**src/rtl/mcpu_run_ctrl_pkg.sv**
```systemverilog
// Shared encodings for the mcpu run controller: FSM states, stop causes, core reset levels.
// The cause helper fixes the stop priority in one place: abort over halt over timeout.
package mcpu_run_ctrl_pkg;

  localparam logic RstEnable  = 1'b1;
  localparam logic RstDisable = 1'b0;

  typedef enum logic [1:0] {
    RUNC_IDLE  = 2'd0,
    RUNC_RESET = 2'd1,
    RUNC_RUN   = 2'd2,
    RUNC_DONE  = 2'd3
  } runc_state_e;

  typedef enum logic [1:0] {
    RUNC_NONE    = 2'b00,
    RUNC_TIMEOUT = 2'b01,
    RUNC_HALT    = 2'b10,
    RUNC_ABORT   = 2'b11
  } runc_cause_e;

  function automatic runc_cause_e runc_stop_cause(input logic abort_hit, input logic halt_hit);
    if (abort_hit) return RUNC_ABORT;
    if (halt_hit)  return RUNC_HALT;
    return RUNC_TIMEOUT;
  endfunction

endpackage

```
**src/rtl/mcpu_trace_buf.sv**
```systemverilog
// Circular trace of decode-stage PC/instruction pairs; a pair is kept on the first run cycle
// and whenever the PC moves. Oldest entries are overwritten once full; reads are combinational.
module mcpu_trace_buf
  import mcpu_run_ctrl_pkg::*;
#(
  parameter int unsigned  PC_W        = 16,
  parameter int unsigned  INST_W      = 16,
  parameter int unsigned  TRACE_DEPTH = 16,
  localparam int unsigned AW          = $clog2(TRACE_DEPTH)
) (
  input  logic              clk,
  input  logic              rst,
  input  logic              clr_i,
  input  logic              wr_en_i,
  input  logic              first_i,
  input  logic [PC_W-1:0]   pc_i,
  input  logic [INST_W-1:0] inst_i,
  input  logic [AW-1:0]     rd_idx_i,
  output logic [AW:0]       trace_cnt_o,
  output logic [PC_W-1:0]   rd_pc_o,
  output logic [INST_W-1:0] rd_inst_o
);

  logic [PC_W+INST_W-1:0] mem_q [TRACE_DEPTH];
  logic [AW-1:0]          wr_ptr_q, wr_ptr_d;
  logic [AW:0]            cnt_q, cnt_d;
  logic [PC_W-1:0]        last_pc_q, last_pc_d;
  logic                   cap;
  logic [AW-1:0]          rd_phys;
  logic                   rd_vld;
  logic [PC_W+INST_W-1:0] rd_ent;

  assign cap = wr_en_i && !rst && (first_i || (pc_i != last_pc_q));

  always_comb begin
    wr_ptr_d  = wr_ptr_q;
    cnt_d     = cnt_q;
    last_pc_d = last_pc_q;
    if (clr_i) begin
      wr_ptr_d  = '0;
      cnt_d     = '0;
      last_pc_d = '0;
    end else if (cap) begin
      wr_ptr_d  = wr_ptr_q + 1'b1;
      last_pc_d = pc_i;
      // depth is a power of two, so the top bit alone means full
      if (!cnt_q[AW]) cnt_d = cnt_q + 1'b1;
    end
  end

  always_ff @(posedge clk) begin
    if (rst) begin
      wr_ptr_q  <= '0;
      cnt_q     <= '0;
      last_pc_q <= '0;
    end else begin
      wr_ptr_q  <= wr_ptr_d;
      cnt_q     <= cnt_d;
      last_pc_q <= last_pc_d;
    end
  end

  always_ff @(posedge clk) begin
    if (cap) mem_q[wr_ptr_q] <= {pc_i, inst_i};
  end

  // once wrapped, wr_ptr already points at the oldest surviving entry
  assign rd_phys = cnt_q[AW] ? (wr_ptr_q + rd_idx_i) : rd_idx_i;
  assign rd_vld  = ({1'b0, rd_idx_i} < cnt_q);
  assign rd_ent  = rd_vld ? mem_q[rd_phys] : '0;

  assign trace_cnt_o = cnt_q;
  assign rd_pc_o     = rd_ent[PC_W+INST_W-1:INST_W];
  assign rd_inst_o   = rd_ent[INST_W-1:0];

endmodule

```
**src/rtl/mcpu_run_ctrl.sv**
```systemverilog
// Run controller for the mcpu core: holds core reset, runs, stops on abort/halt/timeout, reports cause.
// Trace buffer is built only when MCPU_RUN_TRACE_EN is defined; otherwise trace outputs read 0.
module mcpu_run_ctrl
  import mcpu_run_ctrl_pkg::*;
#(
  parameter int unsigned       PC_W        = 16,
  parameter int unsigned       INST_W      = 16,
  parameter int unsigned       RST_CYCLES  = 3,
  parameter int unsigned       RUN_CYCLES  = 100,
  parameter logic [INST_W-1:0] HALT_INST   = 16'hFFFF,
  parameter int unsigned       TRACE_DEPTH = 16,
  localparam int unsigned      AW          = $clog2(TRACE_DEPTH)
) (
  input  logic              clk,
  input  logic              rst,
  input  logic              start,
  input  logic              abort,
  input  logic [PC_W-1:0]   id_pc_i,
  input  logic [INST_W-1:0] id_inst_i,
  output logic              cpu_rst,
  output logic              busy,
  output logic              done,
  output logic [1:0]        done_cause,
  output logic [31:0]       cycle_cnt,
  output logic [AW:0]       trace_cnt,
  input  logic [AW-1:0]     rd_idx,
  output logic [PC_W-1:0]   rd_pc,
  output logic [INST_W-1:0] rd_inst
);

  runc_state_e state_q, state_d;
  runc_cause_e cause_q, cause_d;
  logic [31:0] rst_cnt_q, rst_cnt_d;
  logic [31:0] cycle_cnt_q, cycle_cnt_d;
  logic        start_acc, in_run, halt_hit, timeout_hit, stop_run;

  assign start_acc   = start && ((state_q == RUNC_IDLE) || (state_q == RUNC_DONE));
  assign in_run      = (state_q == RUNC_RUN);
  assign halt_hit    = (id_inst_i == HALT_INST);
  assign timeout_hit = (cycle_cnt_q == 32'(RUN_CYCLES - 1));
  assign stop_run    = abort || halt_hit || timeout_hit;

  always_ff @(posedge clk) begin
    if (rst) state_q <= RUNC_IDLE;
    else     state_q <= state_d;
  end

  always_comb begin
    state_d = state_q;
    unique case (state_q)
      RUNC_IDLE, RUNC_DONE: if (start) state_d = RUNC_RESET;
      RUNC_RESET: begin
        if (abort)                 state_d = RUNC_DONE;
        else if (rst_cnt_q == '0)  state_d = RUNC_RUN;
      end
      RUNC_RUN: if (stop_run) state_d = RUNC_DONE;
      default: state_d = RUNC_IDLE;
    endcase
  end

  always_comb begin
    cpu_rst = RstEnable;
    busy    = 1'b0;
    done    = 1'b0;
    unique case (state_q)
      RUNC_RESET: busy = 1'b1;
      RUNC_RUN: begin
        busy    = 1'b1;
        cpu_rst = RstDisable;
      end
      RUNC_DONE: done = 1'b1;
      default: ;
    endcase
  end

  // the stopping cycle is itself counted, so a timeout lands on exactly RUN_CYCLES
  always_comb begin
    rst_cnt_d   = rst_cnt_q;
    cycle_cnt_d = cycle_cnt_q;
    cause_d     = cause_q;
    if (start_acc) begin
      rst_cnt_d   = 32'(RST_CYCLES - 1);
      cycle_cnt_d = '0;
      cause_d     = RUNC_NONE;
    end else if (state_q == RUNC_RESET) begin
      if (abort)                 cause_d   = RUNC_ABORT;
      else if (rst_cnt_q != '0)  rst_cnt_d = rst_cnt_q - 1'b1;
    end else if (in_run) begin
      cycle_cnt_d = cycle_cnt_q + 1'b1;
      if (stop_run) cause_d = runc_stop_cause(abort, halt_hit);
    end
  end

  always_ff @(posedge clk) begin
    if (rst) begin
      rst_cnt_q   <= '0;
      cycle_cnt_q <= '0;
      cause_q     <= RUNC_NONE;
    end else begin
      rst_cnt_q   <= rst_cnt_d;
      cycle_cnt_q <= cycle_cnt_d;
      cause_q     <= cause_d;
    end
  end

  assign done_cause = cause_q;
  assign cycle_cnt  = cycle_cnt_q;

`ifdef MCPU_RUN_TRACE_EN
  mcpu_trace_buf #(
    .PC_W        (PC_W),
    .INST_W      (INST_W),
    .TRACE_DEPTH (TRACE_DEPTH)
  ) u_trace_buf (
    .clk         (clk),
    .rst         (rst),
    .clr_i       (start_acc),
    .wr_en_i     (in_run),
    .first_i     (cycle_cnt_q == '0),
    .pc_i        (id_pc_i),
    .inst_i      (id_inst_i),
    .rd_idx_i    (rd_idx),
    .trace_cnt_o (trace_cnt),
    .rd_pc_o     (rd_pc),
    .rd_inst_o   (rd_inst)
  );
`else
  logic unused_trace;
  assign unused_trace = ^{rd_idx, id_pc_i};
  assign trace_cnt    = '0;
  assign rd_pc        = '0;
  assign rd_inst      = '0;
`endif

endmodule

```
**config.mk**
```make
export PLATFORM = sky130hd
export DESIGN_NAME = mcpu_run_ctrl
export DESIGN_NICKNAME = d
export VERILOG_FILES = /design/src/rtl/mcpu_run_ctrl_pkg.sv /design/src/rtl/mcpu_trace_buf.sv /design/src/rtl/mcpu_run_ctrl.sv
export SDC_FILE = /design/constraint.sdc
export NUM_CORES = 1
export LEC_CHECK = 0
export CORE_ASPECT_RATIO = 0.9
export CORE_UTILIZATION = 23
export DETAILED_ROUTE_END_ITERATION = 10
export DONT_BUFFER_PORTS = 1
export MAX_ROUTING_LAYER = met4
export PLACE_DENSITY = 0.44
export SYNTH_ARGS = -nofsm -noshare
export SYNTH_HDL_FRONTEND = slang
export SYNTH_SLANG_ARGS = --single-unit
```
**constraint.sdc**
```tcl
create_clock -name clk -period 3.43 [get_ports clk]
set_clock_uncertainty 0.1 [all_clocks]
set_input_delay 0.343 -clock clk [delete_from_list [all_inputs] [get_ports clk]]
set_output_delay 0.343 -clock clk [all_outputs]
set_load 0.01 [all_outputs]
```
---- Word level (Yosys, flattened, before mapping) ----
Cells that the tools add are included.
Widths: inputs -> output; s select.
storage, ports and cells
  input bits .............................. 40
  register bits after elaboration ......... 68
operators by class
  mux-type cells .......................... 30
  reduce and logical (&&, ||, !) cells .... 19
  equal/unequal tests ..................... 10
  bitwise operators ....................... 2
  add/subtract/negate cells ............... 2
operators by type and width
  kind                   count
  $add 32x1->32 const B  1
  $eq 32x7->1 const B    1
  $logic_not 32->1       1
  $reduce_bool 32->1     1
  $sub 32x1->32 const B  1
  $mux 2                 15
  $eq 16x16->1 const B   1
  $mux 1                 14
  $reduce_and 3->1       4
  $reduce_bool 2->1      4
  $pmux 2 s3             1
  $reduce_or 2->1        3
  $eq 2x2->1 const B     2
  $ne 2x1->1 const B     2
  $ne 2x2->1 const B     2
  $logic_or 1x1->1       3
  $ne 3x3->1 const B     1
  $eq 2x1->1 const B     1
  $logic_not 2->1        1
  $not 1->1              2
  $reduce_and 2->1       1
  $logic_and 1x1->1      1

---- Depth between registers and ports, before layout ----
  depth in word-level cells ............... 17
  depth in mapped cells ................... 9
  depth with buffers taken out ............ 7

---- Worst setup path after synthesis ----
OpenSTA, ideal clock, no wires.
  path kind ............................... reg-to-reg
  start ................................... register rst_cnt_q[8]
  end ..................................... register rst_cnt_q[1]
  data arrival time ....................... 2173 ps
  setup slack ............................. 1028 ps
  stages on the path, launching flop included .. 8
  period minus slack after synthesis ...... 2402 ps
  required time ........................... 3201 ps
  cells stage by stage .................... dfxtp_1 or4_1 buf_2 or2_4 or4_1 clkbuf_2 a221oi_2 a311oi_1
between the ends
  longest elaborated chain between the ends .. 3
ends and longest elaborated chain
  element                             RTL line              text
  from (decl)                         mcpu_run_ctrl.sv:33   logic [31:0] rst_cnt_q, rst_cnt_d;
  from (signal assigned)              mcpu_run_ctrl.sv:100  rst_cnt_q <= rst_cnt_d;
  $reduce_bool 32->1                  mcpu_run_ctrl.sv:87   else if (rst_cnt_q != '0) rst_cnt_d = rst_cnt_q - 1'b1;
  $reduce_bool 2->1 (no source line)  n/a
  $reduce_and 3->1 (no source line)   n/a
No other way between the ends.
A chain may end at the register's enable or synchronous reset.

---- Worst setup path in the final report ----
  start ................................... register rst_cnt_q[16]
  end ..................................... register rst_cnt_q[1]
Same word-level chain as after synthesis.

==> out/metrics.csv <==
metric,value,unit
worstPathRequired,3.53,ns
cts_tree,built,
insertion_delay,0.33,ns
slew_viol_final,0,
p_sw_share,42.60,%
die-area,0.01679,mm^2
hold_violations,0,
antennaDiodeCount,0,
dr.pass1.iters,4,
ctsRootBufferMaster,clkbuf_16,
nNetsFinal,496,
ant_nets,0,
worst_pin_slew,0.9213,ns
num_vias,3172,
wl_per_cell,13.84,um
fmax,0.3604,GHz
critPathKind,register to register,
io_pins,114,
setup_violations,0,
seq_area_frac_synth,36.36,%
power.switching,1.499,mW
grt_max_degree,25,
syn_inst,451,
crit_arrival,2.87,ns
yosys.area.top_type,dfxtp_1,
min_period_over_period,80.88,%
routed_via_density,4.835,
synth_edf_count,0,
synth-main-ff-cell,dfxtp_1,
ir_drop,0.5188,mV
grt_overflow,0,
fin_util,26.52,%
initial_core_util,23.91,%
ys_ff_latch,68,
finalWirelength,9078,um
grt_pass1_vias,2925,
p_leak,1.479,nW
pre_cts_ws,0.6843,ns
final_cell_mix,"dfxtp_1 (68), nor2_1 (52), conb_1 (37)",
async_reset_ff_share,0,%
track_usage,11.80,%
layout.cells.non_filler,656,
max-slew-margin-rel,38.01,%
internal_power,2.020,mW
placed_cell_area,0.003851,mm^2
gp_congestion,0.7713,
syn_avg_cell_area,8.301,um^2
drc,0,
coreArea,0.01566,mm^2
fin_tns_setup,0,ns
path_clk_slew,0.05,ns
period_minus_slack,2.774,ns
grt_pass1_wl,14890,um
htreeDepth,3,
numPortBuffers,0,
drv_cap,0,
cts-buffers-inserted,9,
pwr_density_cell,847.5,mW/mm^2
area.growth.synth_to_final,10.93,%
yosys-top-cells-area,"dfxtp_1 (36%), buf_4 (7.4%), xor2_1 (6.1%), nor2_1 (5.2%), a21oi_1 (4.0%)",
grt_antenna_before_repair,0,
status,finished clean,
netlist.area_leader.share,36.36,%
dp_hpwl,6384,um
p_seq_share,27.6,%
pwr-share-comb,46.1,%
timing.final.ws_setup,0.6557,ns
die_y,123.0,um
post-cts-setup-buffers,0,
p_clk_share,26.3,%
hold_slack,0.09177,ns
power,3.519,mW
die_w,136.5,um
yosysUniqueCellTypes,54,
drive_gt1_share,9.912,%
num_rows,43,
clockBufferDepth,2,
critPathMaxFanout,11,
worst_setup_path_start_kind,register,
dr.first_iter.drc_count,101,
mostFrequentLayoutCell,dfxtp_1,
dpl.cell_count,641,
crit_path_end_kind,register,
hold_class,primary input to register,
rsz0062_at_grt,false,
cts_sinks,68,
postLayoutCellArea,0.004153,mm^2
netlist_area,0.003744,mm^2
ys_warn_count,0,
worst max-delay path, cell delays in order (launching register included):
cell and delay, ns:
dfxtp_1 0.35, nor4_1 0.60, nand3_1 0.45, or4_1 0.77, a221oi_2 0.29, a311oi_1 0.08
layer usage:
metal  wire length, um  vias to the layer above  share of wire [%]  GRT usage, %
met1              4106                     1489                 45         13.43
met3               625                        4                6.9         4.674
met5                 0                        -                  0             -
met2              4262                      110                 47         18.97
li1                  -                     1569                  -             -
met4                83                        0               0.91         3.681
flip-flops by register name, summed over array words and instances, names as in the netlist:
signal	flops
cycle_cnt	32
rst_cnt_q	32
done_cause	2
state_q	2
final cells by class:
class,instances,area [um^2]
Fill cell,1676,11500
Multi-Input combinational cell,352,2128
Sequential cell,68,1361
Clock buffer,12,256.5
Tap cell,202,252.7
Timing Repair Buffer,11,85.08
Clock inverter,2,35.03
Inverter,9,33.78
worst paths after layout:
kind,from,to,slack [ns],cells past startpoint
setup / recovery,rst_cnt_q[16],rst_cnt_q[1],0.66,5
hold reg to reg,rst_cnt_q[15],rst_cnt_q[15],0.37,2
hold / removal,rst,state_q[1],0.09,2
setup reg to reg,rst_cnt_q[16],rst_cnt_q[1],0.66,5
synth_stat cells (12+ instances only):
library cell and count:
clkbuf_1 14, xor2_1 26, nor2_1 52, nand4_1 23, nor4_1 15, or3_1 12
dfxtp_1 68, buf_4 37, o31ai_1 13, nand2_1 19, o21ai_0 13, a21oi_1 30
or4_1 15, nand3_1 17
repair_timing:
action	in CTS	in global routing
hold buffers	1	0
resized for setup	0	0
endpoints found under the hold margin	1	0
cell families after synthesis:
logic type / synth area share (%)
fa+ha+maj: 1.671
simple gates: 30.08
compound gates: 12.67
mux: 1.070
other cells: 0.1002
xor+xnor: 7.253
flops: 36.36
buf+inv: 10.80
power by group through the flow:
stage          combinational [mW]  clock, mW  sequential [mW]
3_3_place_gp                 1.59          0            0.983
2_1_floorplan                1.25          0            0.956
3_5_place_dp                 1.62          0            0.987
4_1_cts                      1.62      0.960            0.971
5_1_grt                      1.82      0.992            0.987
6_report                     1.62      0.927            0.970
Note: power is estimated with default switching activity, not from simulation.
